<file path="src/rtl/exc_stack_pkg.sv">
// Shared constants for the exception stack-frame controller: FSM encodings, frame size and
// banked-SP selector values.
package exc_stack_pkg;

  localparam int unsigned WORD_BYTES  = 4;
  // Byte size of the default 8-word frame (R0-R3, R12, LR, PC, xPSR)
  localparam int unsigned FRAME_BYTES = WORD_BYTES * 8;

  localparam logic [2:0] ST_IDLE   = 3'd0;
  localparam logic [2:0] ST_PUSH   = 3'd1;
  localparam logic [2:0] ST_POP    = 3'd2;
  localparam logic [2:0] ST_UPDATE = 3'd3;
  localparam logic [2:0] ST_FAULT  = 3'd4;

  localparam logic SP_SEL_MSP = 1'b0;
  localparam logic SP_SEL_PSP = 1'b1;

  // Frame size in bytes for an arbitrary word count
  function automatic int unsigned frame_bytes(input int unsigned words);
    return WORD_BYTES * words;
  endfunction

endpackage

</file>
<file path="src/rtl/stack_addr_gen.sv">
// Combinational address/SP arithmetic for the stack-frame controller: start-of-operation
// alignment and limit checks, per-word bus address and the SP value written back.
// Optional feature macro: STACK_LIMIT_CHK_EN (entry-side stack limit check).
module stack_addr_gen
  import exc_stack_pkg::*;
#(
  parameter int unsigned FRAME_WORDS = 8,
  parameter int unsigned AW          = 32,
  parameter int unsigned IW          = 3
) (
  input  logic [AW-1:0] start_sp_i,
  input  logic [AW-1:0] stack_limit_i,
  input  logic [AW-1:0] sp_i,
  input  logic [IW-1:0] idx_i,
  input  logic          push_i,
  output logic          misaligned_o,
  output logic          entry_fault_o,
  output logic [AW-1:0] addr_o,
  output logic [AW-1:0] new_sp_o
);

  localparam logic [AW-1:0] FrameSz = AW'(frame_bytes(FRAME_WORDS));

  logic [AW-1:0] push_base;
  logic [AW-1:0] word_off;

  assign misaligned_o = |start_sp_i[1:0];

`ifdef STACK_LIMIT_CHK_EN
  logic [AW-1:0] start_base;
  logic          borrow;
  logic          limit_fault;

  // Entry faults if the frame would dip below the limit or wrap under address zero
  always_comb begin
    start_base  = start_sp_i - FrameSz;
    borrow      = start_sp_i < FrameSz;
    limit_fault = borrow | (start_base < stack_limit_i);
  end

  assign entry_fault_o = misaligned_o | limit_fault;
`else
  logic unused_stack_limit;
  assign unused_stack_limit = ^stack_limit_i;
  assign entry_fault_o      = misaligned_o;
`endif

  // Word address and written-back SP from the SP latched at operation start
  always_comb begin
    push_base = sp_i - FrameSz;
    word_off  = AW'({idx_i, 2'b00});
    addr_o    = (push_i ? push_base : sp_i) + word_off;
    new_sp_o  = push_i ? push_base : (sp_i + FrameSz);
  end

endmodule

</file>
<file path="src/rtl/exc_stack_frame_ctrl.sv">
// Exception context stacker: pushes an N-word frame below the active SP on entry, pops it
// back to the register file on return, then writes the adjusted SP to the banked-SP block.
// Optional feature macro: STACK_LIMIT_CHK_EN (handled in stack_addr_gen).
module exc_stack_frame_ctrl
  import exc_stack_pkg::*;
#(
  parameter int unsigned FRAME_WORDS = 8,
  parameter int unsigned AW          = 32,
  parameter int unsigned DW          = 32,
  localparam int unsigned IW         = (FRAME_WORDS > 1) ? $clog2(FRAME_WORDS) : 1
) (
  input  logic                      clk,
  input  logic                      rst,
  input  logic                      entry_req,
  input  logic                      return_req,
  input  logic                      use_psp,
  input  logic [AW-1:0]             msp_in,
  input  logic [AW-1:0]             psp_in,
  input  logic [AW-1:0]             stack_limit,
  input  logic [FRAME_WORDS*DW-1:0] ctx_in,
  output logic                      mem_req,
  output logic                      mem_we,
  output logic [AW-1:0]             mem_addr,
  output logic [DW-1:0]             mem_wdata,
  input  logic [DW-1:0]             mem_rdata,
  input  logic                      mem_ack,
  output logic                      restore_valid,
  output logic [IW-1:0]             restore_idx,
  output logic [DW-1:0]             restore_data,
  output logic                      sp_wr_en,
  output logic                      sp_sel,
  output logic [AW-1:0]             sp_wdata,
  output logic                      busy,
  output logic                      done,
  output logic                      fault
);

  logic [2:0]                state_q, state_d;
  logic [AW-1:0]             sp_q, sp_d;
  logic                      sel_q, sel_d;
  logic                      push_q, push_d;
  logic [IW-1:0]             idx_q, idx_d;
  logic [FRAME_WORDS*DW-1:0] ctx_q, ctx_d;

  logic [AW-1:0] start_sp;
  logic          misaligned;
  logic          entry_fault;
  logic [AW-1:0] word_addr;
  logic [AW-1:0] new_sp;
  logic [DW-1:0] wdata_word;
  logic          in_xfer;

  assign start_sp = use_psp ? psp_in : msp_in;

  stack_addr_gen #(
    .FRAME_WORDS (FRAME_WORDS),
    .AW          (AW),
    .IW          (IW)
  ) u_addr_gen (
    .start_sp_i    (start_sp),
    .stack_limit_i (stack_limit),
    .sp_i          (sp_q),
    .idx_i         (idx_q),
    .push_i        (push_q),
    .misaligned_o  (misaligned),
    .entry_fault_o (entry_fault),
    .addr_o        (word_addr),
    .new_sp_o      (new_sp)
  );

  // Next-state: accept a request in IDLE, step one word per ack, then update/fault and idle
  always_comb begin
    state_d = state_q;
    sp_d    = sp_q;
    sel_d   = sel_q;
    push_d  = push_q;
    idx_d   = idx_q;
    ctx_d   = ctx_q;
    case (state_q)
      ST_IDLE: begin
        if (entry_req || return_req) begin
          // Entry wins over a simultaneous return
          sp_d   = start_sp;
          sel_d  = use_psp;
          push_d = entry_req;
          idx_d  = '0;
          if (entry_req) begin
            ctx_d = ctx_in;
          end
          if (entry_req ? entry_fault : misaligned) begin
            state_d = ST_FAULT;
          end else begin
            state_d = entry_req ? ST_PUSH : ST_POP;
          end
        end
      end
      ST_PUSH, ST_POP: begin
        if (mem_ack) begin
          if (idx_q == IW'(FRAME_WORDS - 1)) begin
            state_d = ST_UPDATE;
          end else begin
            idx_d = idx_q + 1'b1;
          end
        end
      end
      ST_UPDATE, ST_FAULT: state_d = ST_IDLE;
      default:             state_d = ST_IDLE;
    endcase
  end

  // State registers; asynchronous reset aborts any operation immediately
  always_ff @(posedge clk or posedge rst) begin
    if (rst) begin
      state_q <= ST_IDLE;
      sp_q    <= '0;
      sel_q   <= SP_SEL_MSP;
      push_q  <= 1'b0;
      idx_q   <= '0;
      ctx_q   <= '0;
    end else begin
      state_q <= state_d;
      sp_q    <= sp_d;
      sel_q   <= sel_d;
      push_q  <= push_d;
      idx_q   <= idx_d;
      ctx_q   <= ctx_d;
    end
  end

  // Select the latched context word for the current push index
  always_comb begin
    wdata_word = '0;
    for (int i = 0; i < FRAME_WORDS; i++) begin
      if (idx_q == IW'(i)) begin
        wdata_word = ctx_q[i*DW +: DW];
      end
    end
  end

  // Outputs decoded from state; data/address buses held at zero when not meaningful
  always_comb begin
    in_xfer       = (state_q == ST_PUSH) || (state_q == ST_POP);
    busy          = state_q != ST_IDLE;
    mem_req       = in_xfer;
    mem_we        = state_q == ST_PUSH;
    mem_addr      = in_xfer ? word_addr : '0;
    mem_wdata     = (state_q == ST_PUSH) ? wdata_word : '0;
    restore_valid = (state_q == ST_POP) && mem_ack;
    restore_idx   = restore_valid ? idx_q : '0;
    restore_data  = restore_valid ? mem_rdata : '0;
    sp_wr_en      = state_q == ST_UPDATE;
    done          = state_q == ST_UPDATE;
    sp_sel        = (state_q == ST_UPDATE) ? sel_q : SP_SEL_MSP;
    sp_wdata      = (state_q == ST_UPDATE) ? new_sp : '0;
    fault         = state_q == ST_FAULT;
  end

endmodule

</file>
<file path="config.mk">
export PLATFORM = sky130hd
export DESIGN_NAME = exc_stack_frame_ctrl
export DESIGN_NICKNAME = d
export VERILOG_FILES = /design/src/rtl/exc_stack_pkg.sv /design/src/rtl/stack_addr_gen.sv /design/src/rtl/exc_stack_frame_ctrl.sv
export SDC_FILE = /design/constraint.sdc
export NUM_CORES = 1
export LEC_CHECK = 0
export CAP_MARGIN = 40
export CORE_AREA = 2 2 206 208
export DETAILED_ROUTE_END_ITERATION = 8
export DIE_AREA = 0 0 208 210
export PLACE_DENSITY_LB_ADDON = 0.2
export SYNTH_ARGS = -nofsm -noshare
export SYNTH_HDL_FRONTEND = slang
export SYNTH_SLANG_ARGS = --single-unit
</file>
<file path="constraint.sdc">
create_clock -name clk -period 11 [get_ports clk]
set_input_delay 2.75 -clock clk [delete_from_list [all_inputs] [get_ports clk]]
set_output_delay 2.75 -clock clk [all_outputs]
set_load 0.05 [all_outputs]
</file>
==> run_results.csv <==
group,metric,value,unit
run_status,status,"completed",
clock_tree,ctsResizeCount,0,
power,power,6740,uW
sta,setup_viol,0,
yosys,yosys.area.top_type_share,45.7,%
placement,hpwlAfterDp,42600,um
global_routing,grt_pass1_vias,14245,
critical_path,cp.required,8250,ps
finish,layout-drive-gt1-share,18.7,%
yosys,async_flop_share,100,%
sta,slew_headroom,33.5,%
finish,fin_cells,2532,
sta,finalClockSkew,17.4,ps
yosys,synth_seq_area_share,45.7,%
clock_tree,numCtsBuffers,36,
yosys,synthMuxAreaShare,20.3,%
clock_tree,cts_setup_buffers,0,
min_path,worstHoldPathType,"register to register",
yosys,synth_xor_xnor_area_share,3.30,%
placement,portBuffers,496,
critical_path,reg2reg_depth,6,
clock_tree,holdBufCountCts,0,
sta,worstMarginPinSlew,998,ps
min_path,whs_path_depth,2,
critical_path,crit_start,"sp_q[5]",
sta,drv_slew,0,
placement,dpl_cell_area,21700,um^2
sta,fin_crit,8320,ps
route,detail_route.wl_per_cell,22.7,um
clock_tree,clk_path_buf_depth,3,
floorplanning,die_width,208,um
yosys,synthCells,1529,
route,vias,13774,
yosys,synth_area_leaders,"dfrtp_1, mux2_2, a21oi_1",
yosys,yosys.area_share.adder,1.13,%
critical_path,r2r_end,"ctx_q[217]",
clock_tree,cts.sinks,296,
finish,final_cell_area,22900,um^2
floorplanning,initial_core_util,39.1,%
yosys,synth_area_per_cell,10.6,um^2
finish,area_growth_syn_to_layout,41.2,%
critical_path,regToRegStartpoint,"state_q[2]",
route,drcViolationCount,0,
critical_path,worstPathCellList,"inv_1 -> ha_1 -> and3b_1 -> nand2_1 -> o211ai_1 -> o2111ai_1 -> nor2_1 -> o211ai_1 -> a221oi_1 -> clkdlybuf4s50_1",
route,first_iter_violations,917,
critical_path,criticalPathCategory,"register to output port",
route,viasPerCell,5.44,
power,p_leak,0.00886,uW
yosys,synth_top_area_cell,"dfrtp_1",
critical_path,r2r_slack,7170,ps
finish,fin_nets,2365,
sta,fin_setup_tns,0,ps
job,max_cap_viol_count,0,
clock_tree,clk_latency,560,ps
min_path,hold_end,"sp_q[0]",
floorplanning,rows,75,
critical_path,cpMostUsedCell,"o211ai_1",
yosys,syn_nets,1933,
floorplanning,ios,529,
min_path,hold_start,"sp_q[0]",
critical_path,cpLargestDelayFamily,"compound AO/OA/AOI/OAI gates",
sta,fin_crit_sh,75.7,%
floorplanning,fp.dieArea,43700,um^2
global_routing,antenna_found_initial,16,
sta,fmax,120,MHz
clock_tree,cts_tree,"built",
critical_path,critical_path.max_stage_delay,940,ps
critical_path,crit_path_top_delay_cell,"clkdlybuf4s50_1",
route,dr.pass1.iters,5,
clock_tree,htree_levels,2,
yosys,synth_cell_type_count,76,
clock_tree,clk_pin_slew,60,ps
route,detail-route-antenna-nets,0,
route,wirelength,57400,um
yosys,synth_top_family_by_area,"multiplexers",
global_routing,grt_overflow,0,
critical_path,path_max_fanout,15,
floorplanning,fp.coreArea,41500,um^2
yosys,synth_common_cells,"dfrtp_1, mux2_2, clkbuf_1, nor2_1, nand2_1",
placement,gp_congestion,0.895,
finish,final_util,55.2,%
critical_path,critPathCaptureType,"output port",
placement,dp.cells,2462,
global_routing,grt_util_all_layers,25.7,%
critical_path,cp_num_buf_inv,2,
global_routing,grt_max_degree,171,
yosys,ys_warn_count,0,
clock_tree,cts_root_buf,"clkbuf_16",
sta,finalHoldViolations,0,
finish,fillers,3786,
global_routing,grt_pass1_wl,86200,um
power,peakVddDrop,223,uV
critical_path,crit_path_start_kind,"register",
yosys,synth-edff-count,0,
floorplanning,dieHeight,210,um
yosys,synth-seq-cells,296,
yosys,ys.flop_type,"dfrtp_1",
yosys,synth-simple-area-share,13.0,%
yosys,synth.most_common_cell,"dfrtp_1",
yosys,synth-compound-area-share,12.7,%
sta,rsz0062_at_grt,"false",
critical_path,critPathArrivalTime,5570,ps
yosys,netlist_area,16200,um^2
power,p_per_area,294,nW/um^2
## report_power, final
part           switching (uW)  leakage [uW]  internal [uW]
logic                    1980       0.00477           1440
clock network             490      0.000580            733
registers                 450       0.00350           1650
## final cells by class
cell class	instances	area [um^2]	area share (%)
timing repair buffer	519	5250	22.9
multi-input combinational	1086	8240	36.0
inverter	22	90.1	0.394
tap	539	674	2.95
sequential	296	7410	32.4
antenna	8	20.0	0.0875
clock buffer	53	1050	4.57
clock inverter	9	161	0.705
## state kept, by name (all words and copies together) (netlist names)
signal,count
ctx_q,256
sp_q,32
idx_q,3
state_q,3
push_q,1
sel_q,1
## how the worst max path moves through the flow
| stage | end | slack (ps) | depth (start not counted) |
|---|---|---|---|
| after global routing | mem_addr[24] | 2330 | 10 |
| after detailed placement | restore_data[27] | 3260 | 5 |
| after CTS | mem_addr[24] | 2710 | 10 |
| final | mem_addr[24] | 2680 | 10 |
| after global placement | restore_idx[0] | 3270 | 5 |
| after floorplan | ctx_q[0] | 70 | 1 |
## placed cells by master, fill, tap and decap left out, types with 6 or more instances in the layout
master           count
o221ai_1            32
clkbuf_16           37
nand3_1             14
a221oi_1            33
dfrtp_1            296
o31ai_1              6
and2_1              47
clkdlybuf4s50_1    495
a21oi_1             81
xor2_1              28
or4_1                9
mux2_2             258
buf_4               16
clkbuf_8             6
nor3_1              59
nor2_1             105
nand4_1              7
nand2_1             97
xnor2_1             33
a31oi_1             12
nand2b_1             6
clkbuf_1            10
ha_1                12
o211ai_1            36
o21ai_0             79
diode_2              8
mux2i_1             37
inv_1               20
## through the flow
step | setup WS [ps] | hold slack (ps)
5_1_grt | 2330 | 512
4_1_cts | 2710 | 496
3_5_place_dp | 3260 | 482
6_report | 2680 | 486
2_1_floorplan | 74.2 | 437
3_3_place_gp | 3270 | 474
## tightest hold or removal path: cells and delay by family, from the launching register on
kind,cells,cell delay (ps)
AOI/OAI and AO/OA,1,60
DFF,1,340
and+or+nand+nor,1,50
## layer usage
metal  global-route usage [%]  up-vias  routed length [um]
li1                         -     6396                   -
met1                     30.2     6796               22700
met2                     45.0      460               28700
met3                     6.51      104                3970
met4                     10.5       18                1920
met5                        0        -                 130
## cells by family (layout without fill, tap and decap cells)
group                    after synthesis  in the layout
AND/OR/NAND/NOR                      404            404
AO/OA/AOI/OAI                        311            311
multiplexers                         296            296
flip-flops                           296            296
buffers and inverters                147            603
XOR/XNOR                              61             61
adder cells (fa/ha/maj)               14             14
other                                  0              8
(Power assumes the default switching activity.)
